$ cat src/rtl/serial_pkg.sv
// Shared definitions for the bit-serial ALU control path: opcodes, FSM states
// and opcode classification helpers.
package serial_pkg;

    localparam int DEFAULT_WIDTH = 8;

    localparam logic [2:0] OP_ADD = 3'b000;
    localparam logic [2:0] OP_SUB = 3'b001;
    localparam logic [2:0] OP_AND = 3'b010;
    localparam logic [2:0] OP_OR  = 3'b011;
    localparam logic [2:0] OP_XOR = 3'b100;
    localparam logic [2:0] OP_CMP = 3'b101;

    typedef enum logic [1:0] {
        S_IDLE = 2'b00,
        S_EXEC = 2'b01,
        S_DONE = 2'b10
    } state_t;

    function automatic logic is_legal(input logic [2:0] op);
        return (op <= OP_CMP);
    endfunction

    // ADD, SUB and CMP propagate a carry between bits; the logical ops do not.
    function automatic logic is_arith(input logic [2:0] op);
        return (op == OP_ADD) || (op == OP_SUB) || (op == OP_CMP);
    endfunction

    function automatic logic needs_carry_in(input logic [2:0] op);
        return (op == OP_SUB) || (op == OP_CMP);
    endfunction

endpackage

$ cat src/rtl/serial_op_sequencer_bit_counter.sv
// Modulo-WIDTH bit position counter with synchronous clear and terminal flag.
module bit_counter #(
    parameter int WIDTH = 8,
    parameter int CW    = $clog2(WIDTH)
) (
    input  logic          clk,
    input  logic          rstn,
    input  logic          en,
    input  logic          clr,
    output logic [CW-1:0] count,
    output logic          done
);

    // WIDTH is a power of two, so natural CW-bit overflow gives the modulo wrap.
    always_ff @(posedge clk) begin
        if (!rstn || clr) begin
            count <= '0;
        end else if (en) begin
            count <= count + 1'b1;
        end
    end

    assign done = (count == CW'(WIDTH - 1));

endmodule

$ cat src/rtl/serial_op_sequencer.sv
// Control FSM for the bit-serial ALU: accepts one op, sequences WIDTH LSB-first
// bit cycles, and accumulates the carry and zero flags.
module serial_op_sequencer
    import serial_pkg::*;
#(
    parameter int WIDTH = DEFAULT_WIDTH,
    parameter int CW    = $clog2(WIDTH)
) (
    input  logic          clk,
    input  logic          rstn,
    input  logic          op_valid,
    output logic          op_ready,
    input  logic [2:0]    opcode,
    input  logic          cout,
    input  logic          res_bit,
    output logic [2:0]    alu_op,
    output logic          carry_q,
    output logic          shift_en,
    output logic          wb_en,
    output logic [CW-1:0] bit_idx,
    output logic          first_bit,
    output logic          last_bit,
    output logic          done,
    output logic          illegal,
    output logic          flag_z,
    output logic          flag_c
);

    state_t state;
    state_t state_next;

    logic accept;
    logic reject;
    logic cnt_last;
    logic z_acc;

    assign accept = (state == S_IDLE) && op_valid && is_legal(opcode);
    assign reject = (state == S_IDLE) && op_valid && !is_legal(opcode);

    bit_counter #(
        .WIDTH (WIDTH),
        .CW    (CW)
    ) u_bit_counter (
        .clk   (clk),
        .rstn  (rstn),
        .en    (state == S_EXEC),
        .clr   (accept),
        .count (bit_idx),
        .done  (cnt_last)
    );

    always_ff @(posedge clk) begin
        if (!rstn) begin
            state <= S_IDLE;
        end else begin
            state <= state_next;
        end
    end

    always_comb begin
        state_next = state;
        case (state)
            S_IDLE:  if (accept) state_next = S_EXEC;
            S_EXEC:  if (cnt_last) state_next = S_DONE;
            S_DONE:  state_next = S_IDLE;
            default: state_next = S_IDLE;
        endcase
    end

    always_comb begin
        op_ready  = 1'b0;
        shift_en  = 1'b0;
        wb_en     = 1'b0;
        first_bit = 1'b0;
        last_bit  = 1'b0;
        done      = 1'b0;
        case (state)
            S_IDLE: op_ready = 1'b1;
            S_EXEC: begin
                shift_en  = 1'b1;
                wb_en     = (alu_op != OP_CMP);
                first_bit = (bit_idx == '0);
                last_bit  = cnt_last;
            end
            S_DONE:  done = 1'b1;
            default: ;
        endcase
    end

    // Opcode latch, inter-bit carry and zero accumulation.
    always_ff @(posedge clk) begin
        if (!rstn) begin
            alu_op  <= OP_ADD;
            carry_q <= 1'b0;
            z_acc   <= 1'b1;
        end else if (accept) begin
            alu_op  <= opcode;
            carry_q <= needs_carry_in(opcode);
            z_acc   <= 1'b1;
        end else if (state == S_EXEC) begin
            carry_q <= is_arith(alu_op) ? cout : 1'b0;
            z_acc   <= z_acc & ~res_bit;
        end
    end

    always_ff @(posedge clk) begin
        if (!rstn) begin
            flag_z  <= 1'b0;
            flag_c  <= 1'b0;
            illegal <= 1'b0;
        end else begin
            illegal <= reject;
            if (state == S_DONE) begin
                flag_z <= z_acc;
                flag_c <= is_arith(alu_op) ? carry_q : 1'b0;
            end
        end
    end

endmodule

$ cat config.mk
export PLATFORM = sky130hd
export DESIGN_NAME = serial_op_sequencer
export DESIGN_NICKNAME = d
export VERILOG_FILES = /design/src/rtl/serial_pkg.sv /design/src/rtl/serial_op_sequencer_bit_counter.sv /design/src/rtl/serial_op_sequencer.sv
export SDC_FILE = /design/constraint.sdc
export NUM_CORES = 1
export LEC_CHECK = 0
export CORE_MARGIN = 2
export CORE_UTILIZATION = 40
export CTS_CLUSTER_SIZE = 10
export DETAILED_ROUTE_END_ITERATION = 10
export PLACE_DENSITY = 0.73
export SYNTH_ARGS = -nofsm -noshare
export SYNTH_HDL_FRONTEND = slang
export SYNTH_SLANG_ARGS = --single-unit
$ cat constraint.sdc
create_clock -name clk -period 1.4 [get_ports clk]
set_input_delay 0.28 -clock clk [delete_from_list [all_inputs] [get_ports clk]]
set_output_delay 0.28 -clock clk [all_outputs]
set_load 0.03 [all_outputs]
==> qor.csv, run 1 <==
metric,value,unit
whs_endpoint,z_acc$_SDFFE_PP1P_,
crit_arrival,1.25,ns
min_path_type,register to register,
crit_path_end_kind,primary output,
synth-main-ff-cell,dfxtp_1,
max_stage_delay,0.33,ns
clk_pin_slew,0.08,ns
synth.area.top_cells,"dfxtp_1, ha_1, nand2_1, nor2_1, o221a_2",
cts.path.max_buffers,2,
nets,119,
path_cells,ha_2 > ha_2 > and2_1 > buf_6,
finalSetupTns,-0.5467,ns
hpwl,1233,um
pre_cts_slack,-0.3547,ns
rows,13,
hold_viol,0,
die_w,42.63,um
grt_pass1_wl,2829,um
core-area,1350,sq um
io_buffers,23,
drive_gt1_share,50.47,%
powerDensity,841.8,nW/um^2
die_y,42.63,um
cts.htree.levels,1,
critPathKind,register to primary output,
tightestPinTransition,0.3117,ns
via_count,637,
synthArstFlopShare,0,%
finalSetupViolations,10,
cts-buffers-inserted,3,
ir_worst_vdd,0.4404,mV
status,"complete, but fails checks",
areaGrowthSynthToFinish,83.23,%
slew_violations,0,
maxCapViolCount,0,
skew,0.008672,ns
viasPerCell,5.221,
grtUsageMet2,36.36,%
drt_iter0_drc,15,
cts_tree,done,
synth-seq-area-share,43.61,%
postSynthCellCount,65,
synth_most_common_cell,dfxtp_1,
crit_fanout,2,
fin_area,1094,sq um
io_pins,24,
route.detailed.drc,0,
ys_ff_latch,13,
synth_common_cells,"dfxtp_1, nand2_1, nor2_1, inv_1, ha_1",
fin_ws,-0.1279,ns
root_buffer,clkbuf_4,
place_congestion,0.7235,
rsz0062_at_grt,yes,
initial_core_util,44.21,%
slew_headroom,79.30,%
rrSetupSlack,-0.05,ns
ys.warnings.count,0,
period_needed,1.528,ns
clock_latency,0.30,ns
fmax,0.6545,GHz
antenna_found_initial,0,
path_buf_inv,1,
netlist_area,596.8,sq um
cp_slowest_cell,dfxtp_2,
met1_usage,24.80,%
dieArea,1817,sq um
wire_per_inst,15.78,um
synth_top_area_share,43.61,%
final_util,81.00,%
r2r_end,alu_op[0]$_SDFFE_PN0P_,
dr.pass1.iters,6,
crit_family,adder cells,
violations,setup timing,
grt_usage,22.28,%
grt_use_met3,5.172,%
syn-num-nets,76,
hp-start,z_acc$_SDFFE_PP1P_,
timing.final.crit_share,109.1,%
routed_wl,1925,um
start_kind,register,
r2r_cells,5,
grt_max_degree,10,
hold_depth,1,
ant_nets,0,
yosysUniqueCellTypes,30,
cellLeakagePower,0.4935,nW
synth_area_leader_cell,dfxtp_1,
cp_common_cell,ha_2,
detailed_place.area,933.4,sq um
top_usage_layer,met2,
cts_hold_buf,0,
required,1.12,ns
antennaDiodeCount,0,
syn_avg_cell_area,9.182,sq um
grt_overflow_total,0,
cts.sinks,13,
first_global_vias,617,
synth_edf_count,0,
rr_startpoint,state[0]$_SDFFE_PN0P_,
## logic make-up after synthesis
group / count (synthesis) / share of synthesized area, %
AO/OA/AOI/OAI: 13 / 18.45
flip-flops: 13 / 43.61
XOR/XNOR: 1 / 1.468
adder cells (fa/ha/maj): 3 / 6.290
AND/OR/NAND/NOR: 25 / 21.39
multiplexers: 1 / 1.677
buffers and inverters: 9 / 7.126
## sequential cells by signal, indices dropped and copies added (netlist names)
name and flops:
alu_op 3, carry_q 1, flag_c 1, flag_z 1
illegal 1, state 2, u_bit_counter.count 3, z_acc 1
## worst max path at each step
stage,startpoint,endpoint,slack [ns],cells after the start
final,u_bit_counter.count[0]$_SDFFE_PP0P_,last_bit,-0.13,4
after global routing,u_bit_counter.count[1]$_SDFFE_PP0P_,first_bit,-0.17,5
after CTS,u_bit_counter.count[0]$_SDFFE_PP0P_,first_bit,-0.16,5
after detailed placement,op_valid,carry_q$_SDFFE_PN0P_,-0.35,5
after global placement,op_valid,alu_op[0]$_SDFFE_PN0P_,-0.31,5
after floorplan,state[1]$_SDFFE_PN0P_,last_bit,0.04,4
## where the power goes
part / internal, W / switching [W] / leakage (nW)
sequential: 0.000387 / 0.0000139 / 0.108
combinational: 0.000134 / 0.000141 / 0.371
clock: 0.000111 / 0.000134 / 0.0150
total: 0.000633 / 0.000288 / 0.493
## per-layer routing
metal,part of all wire (%),wire [um],vias to the layer above
met2,49,949,21
li1,-,-,305
met3,3.3,64,13
met5,0,0,-
met4,4.4,85,0
met1,43,825,298
## repair_timing
item,4_1_cts,5_1_grt
buffers inserted,2,2
pin swaps,4,3
endpoints found under the hold margin,0,0
setup endpoints to repair,23,18
resized for setup,38,19
## final cells by class
type | count | area, sq um
clock buffer | 4 | 26.28
fill | 80 | 256.5
inverter | 6 | 28.78
multi-input combinational | 43 | 381.6
sequential | 13 | 265.3
tap | 15 | 18.77
timing repair buffer | 41 | 372.9
## cell usage in the layout (no fill, tap or decap), types with 2 or more instances in the layout
cell,count
nor2_2,2
buf_6,12
o221a_4,2
clkdlybuf4s50_1,7
dfxtp_2,4
clkbuf_2,3
nand2_1,8
ha_2,2
buf_4,12
inv_1,2
dlygate4sd2_1,6
dfxtp_1,9
nor2_1,4
clkbuf_4,3
inv_4,2
a21oi_2,2
a21boi_0,2
## worst reg2reg max path: stages, from the launching register on
cell and delay (ns):
dfxtp_2 0.35, buf_6 0.12, or3b_4 0.41, a21oi_4 0.22
mux2i_1 0.21, nor2b_1 0.06
## per-stage QoR
stage               instances  total power (W)  hold slack, ns
floorplan                  65        0.0005253          0.4059
global route              122        0.0009554          0.5057
CTS                       120        0.0008810          0.4718
global placement          114        0.0006236          0.4517
detailed placement        114        0.0006306          0.4613
finish                    122        0.0009206          0.4864
Power figures use the tool's default switching activity.
==> run 2: changes to the inputs <==
--- a/config.mk
+++ b/config.mk
@@ -5,11 +5,10 @@
 export SDC_FILE = /design/constraint.sdc
 export NUM_CORES = 1
 export LEC_CHECK = 0
-export CORE_MARGIN = 2
-export CORE_UTILIZATION = 40
+export CORE_UTILIZATION = 30
 export CTS_CLUSTER_SIZE = 10
 export DETAILED_ROUTE_END_ITERATION = 10
-export PLACE_DENSITY = 0.73
+export PLACE_DENSITY = 0.57
 export SYNTH_ARGS = -nofsm -noshare
 export SYNTH_HDL_FRONTEND = slang
 export SYNTH_SLANG_ARGS = --single-unit
==> run 2 against run 1 <==
  * Maximum frequency up 1.9%
  * Final cell count up 12%
  * Critical endpoint unchanged
  * Non-clock buffer count up 5
  * Flip-flop and latch count unchanged
  * The run still ends with setup timing left
  * Core utilization down 19 points
  * Critical path type unchanged
==> qor.csv, run 2 (synthesis gave the netlist of run 1 again) <==
metric,value,unit
status,"complete, but fails checks",
violations,setup timing,
fin_ws,-0.09885,ns
r2r_end,alu_op[0]$_SDFFE_PN0P_,
dieArea,2172,sq um
hp-start,z_acc$_SDFFE_PP1P_,
finalSetupViolations,10,
first_global_vias,544,
grt_pass1_wl,2470,um
sw_frac_of_total,29.23,%
final_util,62.36,%
grt_max_degree,10,
grt_overflow_total,0,
dr.pass1.iters,4,
rrSetupSlack,-0.05,ns
rsz0062_at_grt,yes,
cp-startpoint,u_bit_counter.count[0]$_SDFFE_PP0P_,
cts.htree.levels,1,
reg_top3,"alu_op (3), u_bit_counter.count (3), state (2)",
io_buffers,23,
finalSetupTns,-0.4392,ns
routed_wl,1684,um
cts_hold_buf,0,
timing.hold.ws,0.4645,ns
cts-buffers-inserted,3,
path_buf_inv,1,
period_needed,1.499,ns
path_cells,ha_2 > ha_4 > and2_4 > buf_6,
initial_core_util,33.12,%
p_int,0.0006287,W
cts_tree,done,
max_stage_delay,0.34,ns
r2r_cells,5,
p_switching,0.0002597,W
nFillCells,175,
drive_gt1_share,51.79,%
critPathKind,register to primary output,
crit_fanout,2,
tightestPinTransition,0.3061,ns
layout_commonest_cell,buf_4,
skew,0.004565,ns
clk_pin_slew,0.07,ns
cts.sinks,13,
root_buffer,clkbuf_4,
maxCapViolCount,0,
rows,15,
cts.path.max_buffers,2,
route.detailed.drc,0,
hold_viol,0,
clock_latency,0.27,ns
finalPower,0.0008884,W
hpwl,1135,um
cp_slowest_cell,dfxtp_2,
powerDensity,790.7,nW/um^2
slew_violations,0,
core-area,1802,sq um
path_depth,4,
die_y,46.60,um
via_count,632,
areaGrowthSynthToFinish,88.26,%
antennaDiodeCount,0,
wire_per_inst,12.29,um
final_cell_mix,"buf_4, buf_6, dfxtp_1",
timing.final.crit_share,107.1,%
nets,124,
crit_path_end_kind,primary output,
rr_startpoint,state[1]$_SDFFE_PN0P_,
start_kind,register,
place_congestion,0.7414,
clockPowerShare,25.6,%
required,1.12,ns
viasPerCell,4.613,
crit_arrival,1.22,ns
io_pins,24,
die_w,46.60,um
drt_iter0_drc,16,
fmax,0.6672,GHz
grt_usage,17.14,%
slew_headroom,79.68,%
min_path_type,register to register,
ir_worst_vdd,0.7184,mV
power.share.sequential,44.8,%
critPathCapture,last_bit,
cellLeakagePower,0.5159,nW
crit_family,adder cells,
power_frac_comb,29.6,%
antenna_found_initial,0,
ant_nets,0,
run 2: metrics by stage:
step,instance area (sq um),instances,setup WS [ns]
finish,1124,137,-0.09885
floorplan,611.8,65,0.03921
detailed placement,960.9,126,-0.3475
CTS,1059,135,-0.1394
global route,1124,137,-0.1602
global placement,960.9,126,-0.3389
run 2: worst min path at each step:
stage | end | cells past startpoint | slack, ns
after floorplan | illegal$_SDFF_PN0_ | 2 | 0.41
after global placement | z_acc$_SDFFE_PP1P_ | 1 | 0.44
after detailed placement | z_acc$_SDFFE_PP1P_ | 1 | 0.45
after CTS | z_acc$_SDFFE_PP1P_ | 1 | 0.47
after global routing | flag_z$_SDFFE_PN0P_ | 2 | 0.48
final | z_acc$_SDFFE_PP1P_ | 1 | 0.46
run 2: cell type report:
cell class / instances / area [sq um] / share of cell area (%)
Timing Repair Buffer: 46 / 412.9 / 36.75
Multi-Input combinational cell: 43 / 364.1 / 32.41
Sequential cell: 13 / 265.3 / 23.61
Tap cell: 25 / 31.28 / 2.784
Clock buffer: 4 / 26.28 / 2.339
Inverter: 6 / 23.77 / 2.116
run 2: metal layers:
| metal | vias to the layer above | part of all wire [%] | GRT usage (%) |
|---|---|---|---|
| met4 | 0 | 1.6 | 8.824 |
| met5 | - | 0 | 0 |
| met2 | 17 | 49 | 25.83 |
| met3 | 2 | 4.5 | 4.706 |
| met1 | 297 | 45 | 21.99 |
| li1 | 316 | - | - |
run 2: power by group through the flow:
stage                logic, W  clock network, W  registers [W]
floorplan           0.0000941                 0       0.000431
global placement     0.000225                 0       0.000404
detailed placement   0.000226                 0       0.000405
CTS                  0.000240          0.000232       0.000398
global route         0.000279          0.000255       0.000401
finish               0.000263          0.000227       0.000398
run 2: worst register-to-register path, cell delays in order (launching register included):
cell and delay [ns]:
dfxtp_2 0.33, buf_6 0.11, or3b_4 0.44, a21oi_4 0.20
mux2i_1 0.20, nor2b_1 0.06
run 2: what timing repair did:
action | CTS | global route
pin swaps | 0 | 6
buffers inserted | 5 | 2
resized for setup | 31 | 21
endpoints found under the setup margin | 24 | 17
